--- src/rtl/inst_fetch_pkg.sv ---
// -----------------------------------------------------------------------------
// inst_fetch_pkg
// Shared front-end definitions: RV32 major opcodes (also used by the decoder)
// and the J-type immediate extraction helper.
// No ports (package).
// -----------------------------------------------------------------------------
package inst_fetch_pkg;

    // RV32I major opcodes, inst[6:0]
    typedef enum logic [6:0] {
        OPC_LOAD   = 7'b0000011,
        OPC_OP_IMM = 7'b0010011,
        OPC_AUIPC  = 7'b0010111,
        OPC_STORE  = 7'b0100011,
        OPC_OP     = 7'b0110011,
        OPC_LUI    = 7'b0110111,
        OPC_BRANCH = 7'b1100011,
        OPC_JALR   = 7'b1100111,
        OPC_JAL    = 7'b1101111,
        OPC_SYSTEM = 7'b1110011
    } opcode_e;

    localparam int XLEN = 32;

    // Sign-extended J-type immediate {inst[31],inst[19:12],inst[20],inst[30:21],0}
    function automatic logic signed [XLEN-1:0] jal_imm(input logic [XLEN-1:0] inst);
        jal_imm = {{11{inst[31]}}, inst[31], inst[19:12], inst[20], inst[30:21], 1'b0};
    endfunction

endpackage

--- src/rtl/inst_fetch_next_pc.sv ---
// -----------------------------------------------------------------------------
// fetch_next_pc
// Combinational next-PC predictor. JAL targets are followed; every other
// instruction (branches included, predicted not-taken) advances by 4.
// The addition wraps modulo 2^32.
// Ports:
//   pc      in  [31:0]  PC of the fetched instruction
//   inst    in  [31:0]  fetched instruction word
//   next_pc out [31:0]  predicted address of the following instruction
// -----------------------------------------------------------------------------
module fetch_next_pc
    import inst_fetch_pkg::*;
(
    input  logic [XLEN-1:0] pc,
    input  logic [XLEN-1:0] inst,
    output logic [XLEN-1:0] next_pc
);

    logic signed [XLEN-1:0] offset;
    logic                   unused_rd;

    // rd and funct bits play no part in the prediction
    assign unused_rd = ^inst[11:7];

    always_comb begin
        offset = 32'sd4;
        if (inst[6:0] == OPC_JAL) begin
            offset = jal_imm(inst);
        end
        next_pc = pc + $unsigned(offset);
    end

endmodule

--- src/rtl/inst_fetch.sv ---
// -----------------------------------------------------------------------------
// inst_fetch
// Single-outstanding-request instruction fetch unit. Fetches one word at a
// time from the memory controller, offers it to the decoder with a
// valid/ready handshake, and follows JAL targets. A clear from the ROB
// redirects the PC and drops whatever is in flight or held.
// Ports:
//   clk_in      in        clock, rising edge
//   rst_in      in        asynchronous active-high reset
//   rdy_in      in        global enable; low freezes all state
//   clear       in        flush/redirect
//   clear_pc    in  [31:0] redirect target
//   dec_ready   in        decoder accepts this cycle
//   to_dec      out       instruction valid toward decoder
//   to_dec_pc   out [31:0] PC of offered instruction
//   to_dec_inst out [31:0] offered instruction
//   mem_req     out       fetch request
//   mem_addr    out [31:0] fetch address
//   mem_done    in        fetched word valid (one-cycle pulse)
//   mem_data    in  [31:0] fetched word
// -----------------------------------------------------------------------------
module inst_fetch
    import inst_fetch_pkg::*;
#(
    parameter logic [31:0] RESET_PC = 32'h0
) (
    input  logic        clk_in,
    input  logic        rst_in,
    input  logic        rdy_in,
    input  logic        clear,
    input  logic [31:0] clear_pc,
    input  logic        dec_ready,
    output logic        to_dec,
    output logic [31:0] to_dec_pc,
    output logic [31:0] to_dec_inst,
    output logic        mem_req,
    output logic [31:0] mem_addr,
    input  logic        mem_done,
    input  logic [31:0] mem_data
);

    // IDLE : about to issue a fetch at pc
    // WAIT : request outstanding, waiting for mem_done
    // HOLD : instruction offered to decoder, waiting for dec_ready
    // DRAIN: request abandoned by a clear, swallowing its mem_done
    typedef enum logic [1:0] {
        IDLE  = 2'd0,
        WAIT  = 2'd1,
        HOLD  = 2'd2,
        DRAIN = 2'd3
    } state_e;

    state_e      state_q,       state_d;
    logic [31:0] pc_q,          pc_d;
    logic        to_dec_q,      to_dec_d;
    logic [31:0] to_dec_pc_q,   to_dec_pc_d;
    logic [31:0] to_dec_inst_q, to_dec_inst_d;
    logic        mem_req_q,     mem_req_d;
    logic [31:0] mem_addr_q,    mem_addr_d;
    logic [31:0] next_pc;

    fetch_next_pc u_next_pc (
        .pc      (pc_q),
        .inst    (mem_data),
        .next_pc (next_pc)
    );

    always_ff @(posedge clk_in or posedge rst_in) begin
        if (rst_in) begin
            state_q       <= IDLE;
            pc_q          <= RESET_PC;
            to_dec_q      <= 1'b0;
            to_dec_pc_q   <= 32'h0;
            to_dec_inst_q <= 32'h0;
            mem_req_q     <= 1'b0;
            mem_addr_q    <= 32'h0;
        end else if (rdy_in) begin
            state_q       <= state_d;
            pc_q          <= pc_d;
            to_dec_q      <= to_dec_d;
            to_dec_pc_q   <= to_dec_pc_d;
            to_dec_inst_q <= to_dec_inst_d;
            mem_req_q     <= mem_req_d;
            mem_addr_q    <= mem_addr_d;
        end
    end

    always_comb begin
        state_d       = state_q;
        pc_d          = pc_q;
        to_dec_d      = to_dec_q;
        to_dec_pc_d   = to_dec_pc_q;
        to_dec_inst_d = to_dec_inst_q;
        mem_req_d     = mem_req_q;
        mem_addr_d    = mem_addr_q;

        if (clear) begin
            // Redirect wins over every other event; held data is dropped.
            pc_d     = clear_pc;
            to_dec_d = 1'b0;
            case (state_q)
                IDLE: state_d = IDLE;
                WAIT: begin
                    mem_req_d = 1'b0;
                    // A response arriving with the clear closes the request.
                    state_d   = mem_done ? IDLE : DRAIN;
                end
                HOLD:  state_d = IDLE;
                DRAIN: state_d = mem_done ? IDLE : DRAIN;
                default: state_d = IDLE;
            endcase
        end else begin
            case (state_q)
                IDLE: begin
                    mem_req_d  = 1'b1;
                    mem_addr_d = pc_q;
                    state_d    = WAIT;
                end
                WAIT: begin
                    if (mem_done) begin
                        mem_req_d     = 1'b0;
                        to_dec_d      = 1'b1;
                        to_dec_inst_d = mem_data;
                        to_dec_pc_d   = pc_q;
                        pc_d          = next_pc;
                        state_d       = HOLD;
                    end
                end
                HOLD: begin
                    // Transfer and refetch on the same edge: no idle bubble.
                    if (dec_ready) begin
                        to_dec_d   = 1'b0;
                        mem_req_d  = 1'b1;
                        mem_addr_d = pc_q;
                        state_d    = WAIT;
                    end
                end
                DRAIN: begin
                    mem_req_d = 1'b0;
                    if (mem_done) begin
                        state_d = IDLE;
                    end
                end
                default: state_d = IDLE;
            endcase
        end
    end

    assign to_dec      = to_dec_q;
    assign to_dec_pc   = to_dec_pc_q;
    assign to_dec_inst = to_dec_inst_q;
    assign mem_req     = mem_req_q;
    assign mem_addr    = mem_addr_q;

endmodule

--- config.mk ---
export PLATFORM = sky130hd
export DESIGN_NAME = inst_fetch
export DESIGN_NICKNAME = d
export VERILOG_FILES = /design/src/rtl/inst_fetch_pkg.sv /design/src/rtl/inst_fetch_next_pc.sv /design/src/rtl/inst_fetch.sv
export SDC_FILE = /design/constraint.sdc
export NUM_CORES = 1
export LEC_CHECK = 0
export CAP_MARGIN = 10
export CORE_ASPECT_RATIO = 1.2
export CORE_UTILIZATION = 50
export DETAILED_ROUTE_END_ITERATION = 10
export GPL_TIMING_DRIVEN = 0
export PLACE_DENSITY = 0.78
export SYNTH_ARGS = -nofsm -noshare
export SYNTH_HDL_FRONTEND = slang
export SYNTH_HIERARCHICAL = 1
export SYNTH_SLANG_ARGS = --single-unit
--- constraint.sdc ---
create_clock -name clk_in -period 8.2 [get_ports clk_in]
set_input_delay 2.05 -clock clk_in [delete_from_list [all_inputs] [get_ports clk_in]]
set_output_delay 2.05 -clock clk_in [all_outputs]
set_load 0.02 [all_outputs]
# == Word-level counts from Yosys, hierarchy flattened ==
# Index checks and enable logic that the tools add are counted.
# classes
n_addsub,1
eq_ne,9
n_mux,22
bitwise,1
n_reduce_logical,13
# op_table
operator,count
$mux 32,5
$pmux 32 s2,1
$add 32x32->32,1
$reduce_and 4->1,5
$mux 2,5
$ne 3x3->1 const B,3
$pmux 2 s4,1
$eq 7x7->1 const B,1
$mux 1,7
$reduce_bool 2->1,3
$eq 2x2->1 const B,2
$pmux 1 s4,1
$pmux 2 s2,1
$reduce_or 2->1,2
$reduce_and 3->1,1
$reduce_bool 3->1,1
$eq 2x1->1 const B,1
$logic_not 2->1,1
$ne 2x1->1 const B,1
$ne 2x2->1 const B,1
$pmux 1 s2,1
$not 1->1,1
# word_totals
ff_bits,132
in_bits,70
out_inout_bits,98
elab_cells,53

# == Depth between registers and ports, before layout ==
# Gate-level depths: netlist of run 1.
# depth
ltp_word,6
ltp_mapped,16
mapped_depth_nobuf,15

# == By module ==
# Netlist of run 1, hierarchy kept.
# by_module_without_submodules
module,instances,cells_per_inst,area_each_um2
inst_fetch,1,335,5437.7
fetch_next_pc,1,211,1502.7

# == Worst setup path before layout of run 1 ==
# No wires, ideal clock.
# synth_path
kind,input -> register
start,input port mem_data[4]
end,register pc_q[21]
setup_time_ns,0.125
arrival_ns,5.076
t_required_ns,8.075
setup_slack_ns,2.999
cell_stages,16
path_cell_list,nand4b_4 nor2_1 clkbuf_1 and2_1 ha_1 inv_1 fa_1 nand2b_1 a21oi_1 o21ai_0 o21a_1 o21a_1 mux2i_1 xnor2_1 mux2_2 mux2_2
# synth_via
elab_chain_len,6
# synth_rtl
item,line_no,source
"start, declared",inst_fetch.sv:39,input logic [31:0] mem_data
$eq 7x7->1,inst_fetch_next_pc.sv:27,if (inst[6:0] == OPC_JAL) begin
$mux 32,inst_fetch_next_pc.sv:27,
$add 32x32->32,inst_fetch_next_pc.sv:30,next_pc = pc + $unsigned(offset);
named net next_pc[21],inst_fetch.sv:60,logic [31:0] next_pc;
$mux 32,inst_fetch.sv:120,if (mem_done) begin
$mux 32,inst_fetch.sv:113,case (state_q)
$mux 32,inst_fetch.sv:97,if (clear) begin
"end signal, assigned",inst_fetch.sv:79,pc_q <= pc_d;
"end, declared",inst_fetch.sv:54,"logic [31:0] pc_q, pc_d;"
# The timed path passes the listed nets, and every way through them passes these cells. The select of a mux whose other input is x is not followed.
# A chain may end at the register's enable or synchronous reset.

# == Final worst setup path of run 1 ==
# layout_path
start,input port mem_data[2]
end,register pc_q[27]
# The elaborated chain is that of the path after synthesis.

==> summary.md, run 1 <==
| Metric | Value |
|---|---|
| Outcome | completed |
| IO Port Bufs | 166 |
| Antenna cell count | 0 |
| Vias/cell | 5.46 |
| CTS Buffer Depth | 2 |
| Synth Register Bits | 132 |
| FF-to-FF Start | pc_q[1] |
| Starting density of the core | 52.0% |
| Slew headroom | 61.7% |
| Seq/Total Area, Yosys | 47.6% |
| F_max | 158 MHz |
| Crit path max fanout | 10 |
| Final setup vio count | 0 |
| TritonCTS clock tree | built |
| Postcts setup bufs | 0 |
| All-layer global routing usage | 24.8% |
| Largest net degree at the start of global routing | 88 |
| Leak | 4.13 nW |
| GR Layer Usage met3 | 6.28% |
| Hold Vio Cnt, Final | 0 |
| Routed length per instance | 18.1 um |
| Final instance area | 0.00949 mm^2 |
| Top FF cell, synth | dfrtp_1 |
| Via count | 4984 |
| Critical path required time | 8.51 ns |
| Initial DRT Pass Iterations | 4 |
| Crit path launch | mem_data[2] |
| Clock sink count | 132 |
| DRT iter0 DRCs | 179 |
| Clk_skew | 0.00516 ns |
| Mapped Area | 0.00694 mm^2 |
| Max Slew Vio Count | 0 |
| First-pass GRT wire length | 26600 um |
| Most Crowded Layer GR | met2 |
| Chip height | 131 um |
| Worst-path clk slew | 0.06 ns |
| Share of layout cells above drive strength 1 | 28.2% |
| CTS Buf Count | 17 |
| Min-delay src | to_dec_pc[24] |
| Root Buffer | clkbuf_16 |
| Area Overhead vs Synth | 36.7% |
| Global routing usage on met1 | 29.1% |
| Syn avg cell area | 12.7 um^2 |
| Htree depth | 4 |
| Pwr dens | 369 mW/mm^2 |
| Hold_buf cts | 0 |
| Final Power | 3.50 mW |
| Peak VDD IR | 0.000222 V |
| Grt total ovfl | 0 |
| Number of top-level pins | 168 |
| Remaining DRCs | 0 |
| Number of max-cap violations | 0 |
| Final period util | 77.1% |
| Min Hold Slack | 0.491 ns |
| Final min period | 6.32 ns |
| Syn nets | 636 |
| Clock latency on the worst-skew pair | 0.42 ns |
| Crit path DAT | 6.63 ns |
| Post-Synthesis Cells | 546 |
| Worst slew pin tran | 0.572 ns |
| # nets final | 822 |
| Post-CTS sizing | 0 |
| HP Class | reg2reg |
| Async SR Flop Fraction | 100% |
| Unrepaired setup endpoints after global routing | no |
| FP Rows | 46 |
| Number of enable flip-flop cells after synthesis | 0 |
| Unique masters post-synth | 47 |
| Yosys Warn Count | 6 |
| Post-Route WL | 16500 um |
| Initial antenna violation count | 0 |
| Die Span X | 110 um |
| Routability congestion estimate | 0.799 |
| Vias in the first global route | 5244 |
| Final TNS setup | 0 ns |
| Core Area | 0.0134 mm^2 |
| CP Launch Type | input pin |
| Area after DPL | 0.00884 mm^2 |
| CP Capture Type | register |
| Die ar. | 0.0144 mm^2 |
| Routed Antenna Nets | 0 |
| GR Layer Usage met2 | 43.3% |
| Post-DP HPWL | 12000 um |
| Setup Crit Path Kind | in2reg |
-- power by group --
group          switching, mW  internal (mW)
registers              0.222          0.964
clock network          0.290          0.532
logic                  0.680          0.811
-- sequential cells by signal (all words and copies together) (netlist names) --
signal       count
state_q          2
pc_q            32
to_dec_inst     32
mem_addr        32
to_dec_pc       32
to_dec           1
mem_req          1
-- cells by family after synthesis --
kind of cell	Yosys count	synth area share, %
DFF	132	47.6
AOI/OAI and AO/OA	59	5.57
muxes	170	27.4
buffers and inverters	33	3.34
adders and majority gates	20	3.71
and+or+nand+nor	102	8.60
xor gates and xnor gates	30	3.79
-- metrics by stage --
| stage | setup WS (ns) | utilization (%) | instances |
|---|---|---|---|
| after floorplan | 2.62 | - | 546 |
| after CTS | 1.88 | 71.1 | 913 |
| after global placement | 0.859 | 66.0 | 880 |
| final | 1.88 | 71.1 | 913 |
| after detailed placement | 1.45 | 66.2 | 881 |
| after global routing | 1.62 | 71.1 | 913 |
-- cell type report --
| cell class | instances | area, um^2 |
|---|---|---|
| clock inverter | 12 | 178 |
| buffer | 22 | 190 |
| inverter | 11 | 46.3 |
| multi-input combinational | 381 | 3410 |
| fill | 982 | 3860 |
| timing repair buffer | 167 | 1690 |
| clock buffer | 20 | 467 |
| tap | 168 | 210 |
| sequential | 132 | 3300 |
-- per-layer routing --
metal  share of wire, %  vias to the layer above
met5                  0                        -
met4                1.9                        0
met3                5.6                       24
met2                 52                      154
met1                 41                     2471
li1                   -                     2335
-- cell usage in the layout, fill, tap and decap left out, drive strengths merged, types with 10 or more instances in the layout --
cell           instances
a21oi                 21
nor2                  20
mux2i                 10
xnor2                 23
and2                  20
buf                   19
clkdlybuf4s50        166
ha                    19
clkbuf                24
o21ai                 12
nand2                 15
inv                   11
mux2                 160
dfrtp                132
-- synthesized netlist by cell type (11+ instances only) --
library cell	count	area, um^2
mux2_2	147	1660
buf_6	12	135
nor2_1	19	71.3
ha_1	19	238
a21oi_1	20	100
mux2_1	13	146
and2_1	20	125
nand2_1	14	52.6
o21ai_0	11	55.1
dfrtp_1	132	3300
inv_1	11	41.3
xnor2_1	23	201
-- worst max-delay path: stages --
cell and delay, ns:
clkdlybuf4s50_1 0.53, nand4b_4 0.17, nor2_1 0.49, clkbuf_1 0.44
and2_1 0.20, ha_1 0.18, inv_1 0.06, fa_1 0.40
nand2b_1 0.19, a21oi_1 0.19, o21ai_0 0.21, o21ai_0 0.41
a21oi_1 0.24, mux2i_1 0.25, xnor2_1 0.10, mux2_2 0.27
mux2_2 0.26
-- final timing paths --
kind / to / depth (start not counted) / slack, ns
max in group asynchronous: to_dec_pc[17] / 3 / 5.40
min: to_dec_pc[24] / 1 / 0.49
min in group asynchronous: to_dec_pc[2] / 2 / 2.02
max: pc_q[27] / 17 / 1.88
max reg2reg: pc_q[27] / 12 / 4.93
min reg2reg: to_dec_pc[24] / 1 / 0.49
Note: power is estimated with default switching activity, not from simulation.
==> run 2: changes to the inputs <==
==> constraint.sdc (replaced) <==
create_clock -name clk_in -period 5.9 [get_ports clk_in]
set_input_delay 1.475 -clock clk_in [delete_from_list [all_inputs] [get_ports clk_in]]
set_output_delay 1.475 -clock clk_in [all_outputs]
set_load 0.02 [all_outputs]
==> summary.md, run 2 (same netlist as run 1, synthesis figures left out) <==
| Metric | Value |
|---|---|
| CP Capture Type | register |
| IO Port Bufs | 166 (unchanged) |
| Max Slew Vio Count | 0 (unchanged) |
| Worst slack, placed | -0.275 ns (-1.73 ns) |
| Routed length per instance | 18.0 um (-0.12%) |
| Crit path DAT | 5.87 ns (-0.76 ns) |
| Final min period | 5.56 ns |
| Remaining DRCs | 0 (unchanged) |
| Setup Crit Path Kind | in2reg |
| Clock sink count | 132 (unchanged) |
| Most common cell after layout, fill and taps aside | clkdlybuf4s50_1 |
| Grt total ovfl | 0 (unchanged) |
| Slew headroom | 67.8% (+6.0 points) |
| Final Power | 4.86 mW (+39%) |
| Part of the power in registers | 33.9% (about the same) |
| Number of top-level pins | 168 (unchanged) |
| Final setup vio count | 0 (unchanged) |
| Post-DP HPWL | 12000 um (unchanged) |
| Post-CTS sizing | 0 (unchanged) |
| Final instance area | 0.00949 mm^2 (about the same) |
| Antenna cell count | 0 (unchanged) |
| Final worst setup slack | 0.343 ns (-1.53 ns) |
| Area Overhead vs Synth | 36.8% (about the same) |
| Peak VDD IR | 0.000309 V (+39%) |
| Worst-path clk slew | 0.06 ns (about the same) |
| Worst slew pin tran | 0.480 ns (-0.0922 ns) |
| Reg2reg setup slack | 2.63 ns (-2.30 ns) |
| Gate power share | 42.6% (about the same) |
| Routability congestion estimate | 0.799 (unchanged) |
| TritonCTS clock tree | built |
| Postcts setup bufs | 0 (unchanged) |
| Hold_buf cts | 0 (unchanged) |
| All-layer global routing usage | 24.8% (unchanged) |
| Via count | 4977 (-0.14%) |
| CTS Buffer Depth | 2 (unchanged) |
| Leak | 4.13 nW (about the same) |
| Htree depth | 4 (unchanged) |
| Number of max-cap violations | 0 (unchanged) |
| Outcome | completed |
| Most frequent cells in the layout | 166 x clkdlybuf4s50_1, 147 x mux2_2, 132 x dfrtp_1, 23 x xnor2_1 |
| Largest net degree at the start of global routing | 88 (unchanged) |
| Initial DRT Pass Iterations | 4 (unchanged) |
| CP Launch Type | input pin |
| Clk_skew | 0.00516 ns (-0.00000389 ns) |
| Critical path required time | 6.21 ns (-2.30 ns) |
| Final period util | 94.2% |
| Clock latency on the worst-skew pair | 0.42 ns (about the same) |
| DRT iter0 DRCs | 172 (-3.9%) |
| Chip height | 131 um (unchanged) |
| Min Hold Slack | 0.491 ns (-0.00000100 ns) |
| Routed Antenna Nets | 0 (unchanged) |
| Placed Cells | 881 (unchanged) |
| Crit path max fanout | 10 (unchanged) |
| Hold Vio Cnt, Final | 0 (unchanged) |
| F_max | 180 MHz |
| # nets final | 822 (unchanged) |
| Root Buffer | clkbuf_16 |
| Vias in the first global route | 5244 (unchanged) |
| HP Class | reg2reg |
| Cell Int Power | 3.21 mW (+39%) |
| Final TNS setup | 0 ns (unchanged) |
| First-pass GRT wire length | 26600 um (unchanged) |
| Area after DPL | 0.00884 mm^2 (unchanged) |
| NetSw | 1.66 mW (+39%) |
| FP Rows | 46 (unchanged) |
| Fin util | 71.1% (about the same) |
| Core Area | 0.0134 mm^2 (unchanged) |
| Initial antenna violation count | 0 (unchanged) |
| Share of layout cells above drive strength 1 | 28.3% (+0.13 points) |
| Die ar. | 0.0144 mm^2 (unchanged) |
| Post-Route WL | 16500 um (-0.12%) |
| Starting density of the core | 52.0% (unchanged) |
| Pwr dens | 512 mW/mm^2 (+39%) |
| Sw Share | 34.1% (about the same) |
| Vias/cell | 5.45 (-0.14%) |
| CTS Buf Count | 17 (unchanged) |
| Clock share of power | 23.5% (about the same) |
| Unrepaired setup endpoints after global routing | no |
| Final std cells w/o fill | 913 (unchanged) |
| Die Span X | 110 um (unchanged) |
-- run 2: cell counts in the layout (fill, tap and decap cells not counted) --
No cell type changed its count.
-- run 2: final timing paths --
| path | from | end | cells past startpoint |
|---|---|---|---|
| max reg2reg | pc_q[1] | pc_q[27] | 12 |
| max in group asynchronous | rst_in | to_dec_pc[17] | 3 |
| min in group asynchronous | rst_in | to_dec_pc[2] | 2 |
| min reg2reg | to_dec_pc[24] | to_dec_pc[24] | 1 |
| min | to_dec_pc[24] | to_dec_pc[24] | 1 |
| max | mem_data[2] | pc_q[27] | 17 |
-- run 2: worst max-delay path, stage by stage --
cell             delay [ns]
clkdlybuf4s50_1        0.53
nand4b_4               0.17
nor2_2                 0.33
clkbuf_1               0.40
and2_1                 0.19
ha_1                   0.18
inv_1                  0.06
fa_1                   0.40
nand2b_1               0.19
a21oi_1                0.19
o21ai_0                0.21
o21ai_0                0.41
a21oi_1                0.24
mux2i_1                0.25
xnor2_1                0.10
mux2_2                 0.27
mux2_2                 0.26
-- run 2: routing by layer --
metal	wire length, um	track usage (%)	vias to the layer above
met3	907	6.28	24
met2	8540	43.3	140
li1	-	-	2335
met1	6700	29.1	2478
met5	0	0	-
met4	319	10.1	0
-- run 2: area by class of cell --
type,instances,area (um^2)
multi-input cells,381,3410
plain buffers,22,190
clock buffers,20,467
clock inverters,12,178
flip-flops and latches,132,3300
well taps,168,210
inverters,11,46.3
fillers,981,3860
repair buffers,167,1690
-- run 2: power by group through the flow --
stage          sequential [mW]  combinational [mW]  clock (mW)
2_1_floorplan             2.02               0.774           0
3_3_place_gp              1.63                2.03           0
3_5_place_dp              1.66                2.07           0
4_1_cts                   1.65                2.09        1.16
5_1_grt                   1.72                2.22        1.19
6_report                  1.65                2.07        1.14
==> run 3: changes to the inputs <==
--- a/config.mk
+++ b/config.mk
@@ -5,11 +5,12 @@
 export SDC_FILE = /design/constraint.sdc
 export NUM_CORES = 1
 export LEC_CHECK = 0
+export ABC_AREA = 0
 export CAP_MARGIN = 10
 export CORE_ASPECT_RATIO = 1.2
 export CORE_UTILIZATION = 50
+export CTS_CLUSTER_DIAMETER = 150
 export DETAILED_ROUTE_END_ITERATION = 10
-export GPL_TIMING_DRIVEN = 0
 export PLACE_DENSITY = 0.78
 export SYNTH_ARGS = -nofsm -noshare
 export SYNTH_HDL_FRONTEND = slang
==> summary.md, run 3 (same netlist as run 1, synthesis figures left out) <==
| Metric | Value |
|---|---|
| Initial DRT Pass Iterations | 4 (unchanged) |
| Post-CTS sizing | 0 (unchanged) |
| Vias in the first global route | 5274 (+0.57%) |
| Antenna cell count | 0 (unchanged) |
| Post-DP HPWL | 11700 um (-2.5%) |
| IO Port Bufs | 167 (+0.60%) |
| Htree depth | 4 (unchanged) |
| Core Area | 0.0134 mm^2 (unchanged) |
| Seq. cell area | 0.00330 mm^2 (unchanged) |
| Setup Crit Path Kind | in2reg |
| Remaining DRCs | 0 (unchanged) |
| Number of max-cap violations | 0 (unchanged) |
| Hold_buf cts | 0 (unchanged) |
| Die Span X | 110 um (unchanged) |
| Clock latency on the worst-skew pair | 0.41 ns (about the same) |
| Final period util | 84.9% (-9.3 points) |
| Slew headroom | 25.6% (-42 points) |
| DRT iter0 DRCs | 187 (+8.7%) |
| Postcts setup bufs | 0 (unchanged) |
| Most frequent cells in the layout | 166 x clkdlybuf4s50_1, 147 x mux2_2, 132 x dfrtp_1, 23 x xnor2_1 |
| Clk_skew | 0.00775 ns (+0.00259 ns) |
| Final TNS setup | 0 ns (unchanged) |
| HP Class | reg2reg |
| Worst slew pin tran | 1.12 ns (+0.636 ns) |
| # nets final | 802 (-2.4%) |
| Final min period | 5.01 ns (-0.548 ns) |
| Metal2 WL | 8860 um (+3.7%) |
| Most common cell after layout, fill and taps aside | clkdlybuf4s50_1 |
| Reg2Reg Capture Point | pc_q[31] |
| Worst R2R Path Depth | 10 (-2) |
| Worst Hold End | to_dec_pc[28] |
| WL met1 | 6570 um (-1.9%) |
| Area Overhead vs Synth | 34.0% |
| Routed Antenna Nets | 0 (unchanged) |
| Unrepaired setup endpoints after global routing | no |
| Critical path required time | 6.20 ns (about the same) |
| Min-delay src | to_dec_pc[28] |
| Leak | 4.04 nW (-2.2%) |
| Max Slew Vio Count | 0 (unchanged) |
| Peak VDD IR | 0.000329 V (+6.7%) |
| Share of layout cells above drive strength 1 | 26.6% (-1.7 points) |
| All-layer global routing usage | 24.6% (-0.27 points) |
| Initial antenna violation count | 0 (unchanged) |
| F_max | 200 MHz (+11%) |
| CTS Buf Count | 17 (unchanged) |
| Worst hold stages | 1 (unchanged) |
| Vias/cell | 5.51 (+0.99%) |
| Pwr dens | 525 mW/mm^2 (+2.5%) |
| Final setup vio count | 0 (unchanged) |
| FF-to-FF Start | pc_q[13] |
| Routability congestion estimate | 0.818 (+2.4%) |
| Routed length per instance | 18.5 um (+2.7%) |
| Number of top-level pins | 168 (unchanged) |
| Starting density of the core | 52.0% (unchanged) |
| FP Rows | 46 (unchanged) |
| CP Launch Type | input pin |
| Outcome | completed |
| TritonCTS clock tree | built |
| Worst-path clk slew | 0.06 ns (about the same) |
| Crit path max fanout | 18 (+8) |
| Final Power | 4.88 mW (+0.41%) |
| Die ar. | 0.0144 mm^2 (unchanged) |
| Reg2reg setup slack | 2.75 ns (+0.12 ns) |
| Largest net degree at the start of global routing | 100 (+14%) |
| Crit path DAT | 5.31 ns (-0.56 ns) |
| First-pass GRT wire length | 26700 um (+0.36%) |
| Fillers | 990 (+0.92%) |
| Post-Route WL | 16500 um (+0.46%) |
| Met3 routed WL | 916 um (+0.99%) |
| Root Buffer | clkbuf_16 |
| Multi-input logic area | 0.00341 mm^2 (about the same) |
| Chip height | 131 um (unchanged) |
| Clock sink count | 132 (unchanged) |
| DR top layer | met4 |
| Grt total ovfl | 0 (unchanged) |
| CTS Buffer Depth | 2 (unchanged) |
| CP Capture Type | register |
| Hold Vio Cnt, Final | 0 (unchanged) |
| Via count | 4916 (-1.2%) |
==> run 3: changes by cell type in the layout (fill, tap and decap cells not counted), moves of 2 or more <==
cell	delta
buf_6	-12
clkinvlp_4	-3
buf_4	-2
clkbuf_1	-2
clkbuf_8	-2
==> run 3: stage by stage <==
step                hold WS (ns)  area, um^2  setup WS, ns  std cells  util (%)
CTS                        0.490        9300         0.945        893      69.7
global placement           0.469        8650         0.678        861      64.8
floorplan                  0.499        6940         0.899        546         -
finish                     0.487        9300         0.891        893      69.7
global route               0.507        9300         0.635        893      69.7
detailed placement         0.474        8650         0.533        861      64.8
==> run 3: area by class of cell <==
class | count | share of cell area, %
multi-input combinational | 381 | 36.7
sequential | 132 | 35.5
timing repair buffer | 169 | 18.1
clock buffer | 20 | 4.80
tap | 168 | 2.26
clock inverter | 12 | 2.18
inverter | 11 | 0.498
==> run 3: how the worst max path moves through the flow <==
stage,start,end,slack (ns),cells past startpoint
after CTS,mem_data[3],pc_q[31],0.95,17
final,mem_data[6],pc_q[31],0.89,17
after detailed placement,mem_data[3],pc_q[31],0.53,17
after floorplan,rst_in,mem_addr[0],0.90,1
after global routing,mem_data[3],pc_q[19],0.63,17
after global placement,mem_data[3],pc_q[31],0.68,15
==> run 3: routing by layer <==
| layer | global-route usage [%] | vias to the layer above |
|---|---|---|
| met5 | 0 | - |
| met4 | 8.63 | 0 |
| met3 | 5.83 | 12 |
| met2 | 44.5 | 139 |
| met1 | 28.2 | 2467 |
| li1 | - | 2298 |
==> run 3: critical path: stages <==
cell,delay (ns)
clkdlybuf4s50_1,0.54
nand4b_4,0.17
nor2_1,0.15
buf_4,0.22
and2_1,0.15
ha_1,0.18
inv_1,0.06
fa_1,0.39
nand2b_1,0.17
a21oi_1,0.18
o21ai_0,0.19
o21ai_0,0.31
a21oi_1,0.22
mux2i_1,0.27
xnor2_1,0.09
mux2_2,0.25
mux2_2,0.26
==> run 3: report_power, final <==
group | switching, mW | total, mW | internal [mW]
clock | 0.399 | 1.16 | 0.763
sequential | 0.330 | 1.67 | 1.34
combinational | 0.942 | 2.05 | 1.11
